==> src/rtl/data_mem_ctrl_if.sv <==
// Request/response bus between a load/store unit and data_mem_ctrl.
// The master holds a request until it is accepted; the response is a one-cycle strobe.
interface data_mem_ctrl_if;
    logic        req_valid;
    logic        req_ready;
    logic        req_we;
    logic [2:0]  req_funct3;
    logic [31:0] req_addr;
    logic [31:0] req_wdata;
    logic        rsp_valid;
    logic [31:0] rsp_rdata;
    logic        rsp_err;

    modport master (
        output req_valid, req_we, req_funct3, req_addr, req_wdata,
        input  req_ready, rsp_valid, rsp_rdata, rsp_err
    );

    modport slave (
        input  req_valid, req_we, req_funct3, req_addr, req_wdata,
        output req_ready, rsp_valid, rsp_rdata, rsp_err
    );
endinterface

==> src/rtl/data_mem_ctrl.sv <==
// Word-organised little-endian data memory serving RV32I loads and stores with fixed wait states.
// Out-of-range, misaligned and illegal-width requests are answered with an error strobe.
module data_mem_ctrl #(
    parameter int DEPTH_WORDS = 64,
    parameter int WAIT_STATES = 2
) (
    input  logic           clk_i,
    input  logic           rst_ni,
    data_mem_ctrl_if.slave bus,
    output logic           busy_o
);
    localparam int AW = $clog2(DEPTH_WORDS);

    typedef enum logic [1:0] {
        IDLE,
        WAIT,
        RESP
    } state_e;

    state_e        state_q;
    logic [3:0]    cnt_q;
    logic          we_q;
    logic [2:0]    funct3_q;
    logic [AW-1:0] idx_q;
    logic [1:0]    off_q;
    logic [31:0]   wdata_q;
    logic          rsp_valid_q;
    logic          rsp_err_q;
    logic [31:0]   rsp_rdata_q;

    logic [31:0]   mem_q [DEPTH_WORDS];

    logic          req_err_d;
    logic          access_d;
    logic          mem_we_d;
    logic [3:0]    be_d;
    logic [31:0]   wlane_d;
    logic [31:0]   rword_d;
    logic [31:0]   rshift_d;
    logic [31:0]   load_d;

    assign bus.req_ready = (state_q == IDLE);
    assign bus.rsp_valid = rsp_valid_q;
    assign bus.rsp_err   = rsp_err_q;
    assign bus.rsp_rdata = rsp_rdata_q;
    assign busy_o        = (state_q != IDLE);
    assign access_d      = (state_q == WAIT) && (cnt_q == 4'd0);
    assign mem_we_d      = access_d && we_q;

    // Any single rule is enough to reject the request before it touches the array.
    always_comb begin
        req_err_d = 1'b0;
        if (bus.req_addr[31:AW+2] != '0) req_err_d = 1'b1;
        if (bus.req_funct3 == 3'b011 || bus.req_funct3 == 3'b110 || bus.req_funct3 == 3'b111) req_err_d = 1'b1;
        if (bus.req_we && bus.req_funct3[2]) req_err_d = 1'b1;
        if (bus.req_funct3[1:0] == 2'b01 && bus.req_addr[0]) req_err_d = 1'b1;
        if (bus.req_funct3[1:0] == 2'b10 && bus.req_addr[1:0] != 2'b00) req_err_d = 1'b1;
    end

    // Store data is replicated across lanes so only the byte enables depend on the offset.
    always_comb begin
        be_d    = 4'b1111;
        wlane_d = wdata_q;
        case (funct3_q[1:0])
            2'b00: begin
                be_d    = 4'b0001 << off_q;
                wlane_d = {4{wdata_q[7:0]}};
            end
            2'b01: begin
                be_d    = off_q[1] ? 4'b1100 : 4'b0011;
                wlane_d = {2{wdata_q[15:0]}};
            end
            default: begin
                be_d    = 4'b1111;
                wlane_d = wdata_q;
            end
        endcase
    end

    always_comb begin
        rword_d  = mem_q[idx_q];
        rshift_d = rword_d >> {off_q, 3'b000};
        case (funct3_q)
            3'b000:  load_d = {{24{rshift_d[7]}}, rshift_d[7:0]};
            3'b001:  load_d = {{16{rshift_d[15]}}, rshift_d[15:0]};
            3'b100:  load_d = {24'h0, rshift_d[7:0]};
            3'b101:  load_d = {16'h0, rshift_d[15:0]};
            default: load_d = rword_d;
        endcase
    end

    // The array has no reset so its contents survive a reset pulse.
    always_ff @(posedge clk_i) begin
        if (mem_we_d) begin
            for (int b = 0; b < 4; b++) begin
                if (be_d[b]) mem_q[idx_q][8*b +: 8] <= wlane_d[8*b +: 8];
            end
        end
    end

    always_ff @(posedge clk_i or negedge rst_ni) begin
        if (!rst_ni) begin
            state_q     <= IDLE;
            cnt_q       <= 4'd0;
            we_q        <= 1'b0;
            funct3_q    <= 3'b000;
            idx_q       <= '0;
            off_q       <= 2'b00;
            wdata_q     <= 32'h0;
            rsp_valid_q <= 1'b0;
            rsp_err_q   <= 1'b0;
            rsp_rdata_q <= 32'h0;
        end else begin
            case (state_q)
                IDLE: begin
                    if (bus.req_valid) begin
                        we_q     <= bus.req_we;
                        funct3_q <= bus.req_funct3;
                        idx_q    <= bus.req_addr[AW+1:2];
                        off_q    <= bus.req_addr[1:0];
                        wdata_q  <= bus.req_wdata;
                        if (req_err_d) begin
                            state_q     <= RESP;
                            rsp_valid_q <= 1'b1;
                            rsp_err_q   <= 1'b1;
                            rsp_rdata_q <= 32'h0;
                        end else begin
                            state_q <= WAIT;
                            cnt_q   <= 4'(WAIT_STATES);
                        end
                    end
                end
                WAIT: begin
                    if (cnt_q != 4'd0) begin
                        cnt_q <= cnt_q - 4'd1;
                    end else begin
                        state_q     <= RESP;
                        rsp_valid_q <= 1'b1;
                        rsp_err_q   <= 1'b0;
                        rsp_rdata_q <= we_q ? 32'h0 : load_d;
                    end
                end
                RESP: begin
                    state_q     <= IDLE;
                    rsp_valid_q <= 1'b0;
                    rsp_err_q   <= 1'b0;
                    rsp_rdata_q <= 32'h0;
                end
                default: state_q <= IDLE;
            endcase
        end
    end
endmodule

==> src/flat_wrapper.sv <==
// flat-port wrapper written by rule: the top's interface ports become plain ports
module data_mem_ctrl_flat 
#(
    parameter int DEPTH_WORDS = 64,
    parameter int WAIT_STATES = 2
)
  (clk_i, rst_ni, busy_o, bus_req_valid, bus_req_we, bus_req_funct3, bus_req_addr, bus_req_wdata, bus_req_ready, bus_rsp_valid, bus_rsp_rdata, bus_rsp_err);
  data_mem_ctrl_if bus_i ();
  input  logic clk_i;
  input  logic rst_ni;
  output logic busy_o;
  input wire logic [$bits(bus_i.req_valid)-1:0] bus_req_valid;
  input wire logic [$bits(bus_i.req_we)-1:0] bus_req_we;
  input wire logic [$bits(bus_i.req_funct3)-1:0] bus_req_funct3;
  input wire logic [$bits(bus_i.req_addr)-1:0] bus_req_addr;
  input wire logic [$bits(bus_i.req_wdata)-1:0] bus_req_wdata;
  output wire logic [$bits(bus_i.req_ready)-1:0] bus_req_ready;
  output wire logic [$bits(bus_i.rsp_valid)-1:0] bus_rsp_valid;
  output wire logic [$bits(bus_i.rsp_rdata)-1:0] bus_rsp_rdata;
  output wire logic [$bits(bus_i.rsp_err)-1:0] bus_rsp_err;
  assign bus_i.req_valid = bus_req_valid;
  assign bus_i.req_we = bus_req_we;
  assign bus_i.req_funct3 = bus_req_funct3;
  assign bus_i.req_addr = bus_req_addr;
  assign bus_i.req_wdata = bus_req_wdata;
  assign bus_req_ready = bus_i.req_ready;
  assign bus_rsp_valid = bus_i.rsp_valid;
  assign bus_rsp_rdata = bus_i.rsp_rdata;
  assign bus_rsp_err = bus_i.rsp_err;
  data_mem_ctrl #(.DEPTH_WORDS(DEPTH_WORDS), .WAIT_STATES(WAIT_STATES)) u_core (.clk_i(clk_i), .rst_ni(rst_ni), .bus(bus_i), .busy_o(busy_o));
endmodule
==> config.mk <==
export PLATFORM = sky130hd
export DESIGN_NAME = data_mem_ctrl_flat
export DESIGN_NICKNAME = d
export VERILOG_FILES = /design/src/rtl/data_mem_ctrl_if.sv /design/src/rtl/data_mem_ctrl.sv /design/src/flat_wrapper.sv
export SDC_FILE = /design/constraint.sdc
export NUM_CORES = 2
export LEC_CHECK = 0
export BUFFER_PORTS_ARGS = -buffer_cell sky130_fd_sc_hd__buf_2
export CORE_MARGIN = 10
export CORE_UTILIZATION = 25
export DETAILED_ROUTE_END_ITERATION = 7
export SYNTH_ARGS = -nofsm -noshare
export SYNTH_HDL_FRONTEND = slang
export SYNTH_SLANG_ARGS = --single-unit
==> constraint.sdc <==
create_clock -name clk_i -period 4.3 [get_ports clk_i]
set_clock_uncertainty 0.15 [all_clocks]
set_input_delay 0.43 -clock clk_i [delete_from_list [all_inputs] [get_ports clk_i]]
set_output_delay 0.43 -clock clk_i [all_outputs]
set_load 0.005 [all_outputs]
==> Yosys cells after proc, flatten, opt, wreduce, memory -nomap -nowiden <==
Memories as Yosys holds them, arrays and structs flattened.
Cells that the tools add are included.
{ "classes": {"addsub": 1, "n_mul": 0, "n_div": 0, "magnitude_cmp": 0, "eq_ne": 16, "shift": 2, "n_mux": 40, "bitwise": 0, "n_reduce_logical": 21} }
{ "op_table": {"columns": ["op", "count"], "rows": [
  ["$mux W32", 4],
  ["$pmux W32 S4", 1],
  ["$pmux W32 S3", 1],
  ["$pmux W32 S2", 1],
  ["$shr A32 B5 Y16", 1],
  ["$reduce_bool A24 Y1", 1],
  ["$mux W1", 21],
  ["$mux W4", 4],
  ["$pmux W4 S2", 2],
  ["$eq A3 B3 Y1 const B", 4],
  ["$ne A2 B2 Y1 const B", 4],
  ["$reduce_and A4 Y1", 2],
  ["$eq A2 B1 Y1 const B", 3],
  ["$mux W2", 3],
  ["$pmux W1 S3", 2],
  ["$reduce_bool A2 Y1", 3],
  ["$logic_and A1 B1 Y1", 5],
  ["$eq A2 B2 Y1 const B", 2],
  ["$logic_not A2 Y1", 2],
  ["$logic_not A4 Y1", 1],
  ["$pmux W2 S2", 1],
  ["$reduce_and A2 Y1", 2],
  ["$reduce_bool A4 Y1", 1],
  ["$shl A1 B2 Y4 const A", 1],
  ["other kinds (7)", 8]
]} }
{ "totals": {"register_bits": 84, "latch_bits": 0, "mem_bits_rw": 2048, "mem_bits_ro": 0, "input_bits": 71, "word_cells": 91, "memories": 1} }
{ "mem_list": {"columns": ["memory", "words", "width", "read_ports", "rd_ports_with_merged_regs", "wr", "line_no", "rtl"], "rows": [
  ["u_core.mem_q", 64, 32, 1, 0, 1, "data_mem_ctrl.sv:31", "logic [31:0] mem_q [DEPTH_WORDS];"]
]} }

==> Longest topological paths before layout <==
{ "logic_depth": {"ltp_word": 10, "mapped_depth": 15, "ltp_nobuf": 9} }

==> Least setup slack after synthesis <==
OpenSTA, ideal clock, no wires.
{ "synth_path": {"path_kind": "reg2reg", "startpoint": "register u_core.wdata_q[0]", "endpoint": "memory u_core.mem_q[0][24], data pin", "setup_ps": 702, "arrival_time_ps": 3780, "required_time_ps": 3448, "setup_slack_ps": -332, "path_stages_with_launch": 3, "path_buffers": 0, "period_less_slack_ps": 4632, "path_cell_list": "dfrtp_1 mux2i_1 o21ai_0"} }
{ "synth_between": {"elab_chain_cells": 1} }
{ "synth_lines": {"columns": ["element", "line_no", "rtl"], "rows": [
  ["from (decl)", "data_mem_ctrl.sv:26", "logic [31:0] wdata_q;"],
  ["from (signal assigned)", "data_mem_ctrl.sv:121", "wdata_q <= bus.req_wdata;"],
  ["$pmux W32 S2", "data_mem_ctrl.sv:64", "case (funct3_q[1:0])"],
  ["via u_core.wlane_d[24]", "data_mem_ctrl.sv:37", "logic [31:0] wlane_d;"],
  ["to (decl)", "data_mem_ctrl.sv:31", null]
]} }
The timed path passes the listed nets, and every way through them passes these cells.

==> Worst setup path after layout <==
{ "layout_path": {"startpoint": "register u_core.idx_q[1]", "endpoint": "register u_core.rsp_rdata_q[13], in the netlist u_core.bus.rsp_rdata[13]"} }
{ "layout_between": {"elab_chain_cells": 6} }
{ "layout_lines": {"columns": ["element", "line_no", "rtl"], "rows": [
  ["from (decl)", "data_mem_ctrl.sv:24", "logic [AW-1:0] idx_q;"],
  ["from (signal assigned)", "data_mem_ctrl.sv:119", "idx_q <= bus.req_addr[AW+1:2];"],
  ["$mem_v2 Z64 W32 *", null, null],
  ["$shr A32 B5 Y16", "data_mem_ctrl.sv:82", "rshift_d = rword_d >> {off_q, 3'b000};"],
  ["$pmux W32 S4 *", "data_mem_ctrl.sv:83", "case (funct3_q)"],
  ["$mux W32 *", "data_mem_ctrl.sv:140", "rsp_rdata_q <= we_q ? 32'h0 : load_d;"],
  ["$mux W32 *", "data_mem_ctrl.sv:134", "if (cnt_q != 4'd0) begin"],
  ["$pmux W32 S3 *", "data_mem_ctrl.sv:114", "case (state_q)"],
  ["to (signal assigned)", "data_mem_ctrl.sv:140", null],
  ["to (decl)", "data_mem_ctrl.sv:29", "logic [31:0] rsp_rdata_q;"]
]} }
Mark *: on every way between the ends. The rest lies on a longest branch, timed or not. The select of a mux whose other input is x is not followed.
A chain may end at the register's enable or synchronous reset.

==> run metrics <==
Slew HR 0.0753; nets 5478; share of synthesized registers carrying an async set or reset 0.0394; Total GRT Usage 0.153; area delta synth->final 20.1%; Final Setup Violations 0; area of the core 0.334 mm²; fin. max-slew vios 0; CP max FO 36; DRC viols 0; die width 599 µm; prevailing post-synth register cell edfxtp_1; Fmax 235 MHz; Synth cell types 88; global-route wire length before repair 397000 µm; #FFs+latches synth 2132; Hold Fails Final Rpt 0; hold_ws 0.0373 ns; CP startpoint kind register; I/O Buffers 106; HPWL after DPL 190000 µm; placed cell count 9521; RSZ-0062 raised after global routing no; drt via density 5.18; slew at the pin closest to its max-slew limit 1.38 ns; Leak 32.6 nW; die area 0.359 mm²; cells after synthesis 4784; Die Y 599 µm; worst hold path class in2async; final worst-path cycle share 0.989; Layout fillers 32600; routability cong. 0.926; yosys warns 0; H-tree Lvls 4; largest net degree at the start of global routing 68; I/O Pins 107; Post-synth EDFFs 2048; layout cells sized above 1 0.248; CTS tree built; Mean Syn Cell Area 17.5 µm²; Max Cap Violations 0; Worst-path clk slew 0.07 ns; via count 51600; routed len/inst 28.8 µm; post-route minimum period 4.25 ns; CTS max path bufs 3; GRT overflow 0; register area 0.0636 mm²; CP Class reg2reg; drt first pass iters 6; fin util 0.302; Initial Utilization 0.251; area of the multi-input gates 0.0186 mm²; Cell Rows 212; Worst-Skew Late Latency 0.87 ns; drt initial violations 8062; cells on worst reg2reg path 9; pwr/cell area 729 mW/mm²; Post-Syn Nets 4860; Cell Area, Synth 0.0838 mm²; critical path arrival 4.84 ns; Max IR drop VDD 0.000699 V; initial antenna violation count 12; Power, Total 73.4 mW; routed wire length 287000 µm; status finished, final reports clean; number of CTS-inserted buffers 211; vias in the first global route 50200; Antenna Nets Post-Route 0; Critical Path End Type register; TNS Setup 0 ns; Clock Sinks 2132; Finished Layout Cells 9976; clk root buf clkbuf_16; Req. time, crit path 4.88 ns; Seq/Total Area, Yosys 0.759
Yosys cell counts, drive strengths merged, types with 23 or more instances:
| cell type | n | area (µm²) |
|---|---|---|
| dfrtp | 84 | 2100 |
| edfxtp | 2048 | 61500 |
| a22oi | 237 | 1780 |
| o22ai | 62 | 388 |
| a221oi | 140 | 1240 |
| a22o | 59 | 517 |
| a221o | 51 | 510 |
| nand2 | 208 | 781 |
| nand4 | 32 | 200 |
| mux2 | 175 | 1970 |
| nor2 | 348 | 1310 |
| buf | 211 | 1360 |
| a31oi | 51 | 319 |
| clkbuf | 129 | 485 |
| nor4 | 23 | 175 |
| mux4 | 142 | 3200 |
| o21ai | 87 | 435 |
| a21oi | 116 | 581 |
| mux2i | 198 | 1980 |
routing by layer:
layer  track usage  wire length [µm]
met1         0.193            106000
met3        0.0460             34300
met2         0.239            131000
met4        0.0750             15800
met5             0                67
worst max-delay path, stage by stage (launching register included):
cell and delay, ns:
dfrtp_4 0.84, inv_4 0.33, buf_12 0.32, a221o_1 0.36
a222oi_1 0.44, a2bb2oi_1 0.46, nand4_1 0.42, o221a_1 0.24
a2111oi_1 0.40, o21ai_1 0.13
state kept, by name, summed over array words and instances, names as in the netlist:
name                  cells
u_core.we_q               1
u_core.bus.rsp_valid      1
u_core.wdata_q           32
u_core.off_q              2
u_core.funct3_q           3
u_core.state_q            2
u_core.cnt_q              4
u_core.bus.rsp_rdata     32
u_core.idx_q              6
u_core.mem_q           2048
u_core.bus.rsp_err        1
through the flow:
step,worst slack [ns],area (µm²)
6_report,0.0455,101000
4_1_cts,0.108,101000
3_3_place_gp,0.159,93400
5_1_grt,0.0125,101000
2_1_floorplan,0.752,83800
3_5_place_dp,0.115,93400
power by group:
part / internal (mW) / leakage (nW) / switching (mW) / total [mW]
Clock: 9.98 / 3.28 / 8.09 / 18.1
Combinational: 8.24 / 9.81 / 19.0 / 27.2
Sequential: 27.5 / 19.5 / 0.631 / 28.1
final timing paths:
path	end	slack (ns)	startpoint
max in group asynchronous	u_core.wdata_q[4]	2.92	rst_ni
hold reg to reg	u_core.bus.rsp_rdata[7]	0.35	u_core.bus.rsp_rdata[7]
min in group clk_i	u_core.cnt_q[0]	0.14	bus_req_addr[20]
setup reg to reg	u_core.bus.rsp_rdata[13]	0.05	u_core.idx_q[1]
hold / removal	u_core.bus.rsp_rdata[17]	0.04	rst_ni
setup / recovery	u_core.bus.rsp_rdata[13]	0.05	u_core.idx_q[1]
area by class of cell:
type	count	area share
Multi-Input combinational cell	2298	0.185
Timing Repair Buffer	745	0.0611
Antenna cell	9	0.000224
Tap cell	4387	0.0545
Clock inverter	132	0.0123
Sequential cell	2132	0.632
Clock buffer	259	0.0545
Inverter	14	0.000584
what timing repair did:
item                                    4_1_cts  5_1_grt
buffers inserted                              0        1
hold buffers                                 54        0
endpoints found under the setup margin        0        2
resized for setup                             0        1
endpoints found under the hold margin        99        0
cell usage in the layout, fill, tap and decap left out, drive strengths merged, types with 16 or more instances in the layout:
cell type | synthesis | routed
a22oi | 237 | 237
nand2 | 208 | 208
mux2i | 198 | 198
nand4 | 32 | 32
inv | 14 | 24
mux2 | 175 | 175
o22ai | 62 | 62
nand3b | 22 | 22
mux4 | 142 | 142
edfxtp | 2048 | 2048
a211o | 17 | 17
o22a | 16 | 16
buf | 211 | 691
clkinv | 0 | 100
a22o | 59 | 59
a211oi | 22 | 22
a31oi | 51 | 51
dfrtp | 84 | 84
clkbuf | 129 | 259
o21ai | 87 | 87
a21oi | 116 | 116
a221oi | 140 | 140
nand3 | 19 | 19
nor2 | 348 | 348
nand2b | 22 | 22
a221o | 51 | 51
dlygate4sd3 | 0 | 54
nor4 | 23 | 23
cells by family (layout without fill, tap and decap cells):
| kind of cell | count (synthesis) | in the layout | synth area share |
|---|---|---|---|
| other | 0 | 9 | 0 |
| xor gates and xnor gates | 2 | 2 | 0.000209 |
| buffers and inverters | 354 | 1150 | 0.0226 |
| adders and majority gates | 5 | 5 | 0.000746 |
| and+or+nand+nor | 801 | 801 | 0.0459 |
| DFF | 2132 | 2132 | 0.759 |
| AOI/OAI and AO/OA | 975 | 975 | 0.0866 |
| muxes | 515 | 515 | 0.0853 |
Note: power is estimated with default switching activity, not from simulation.
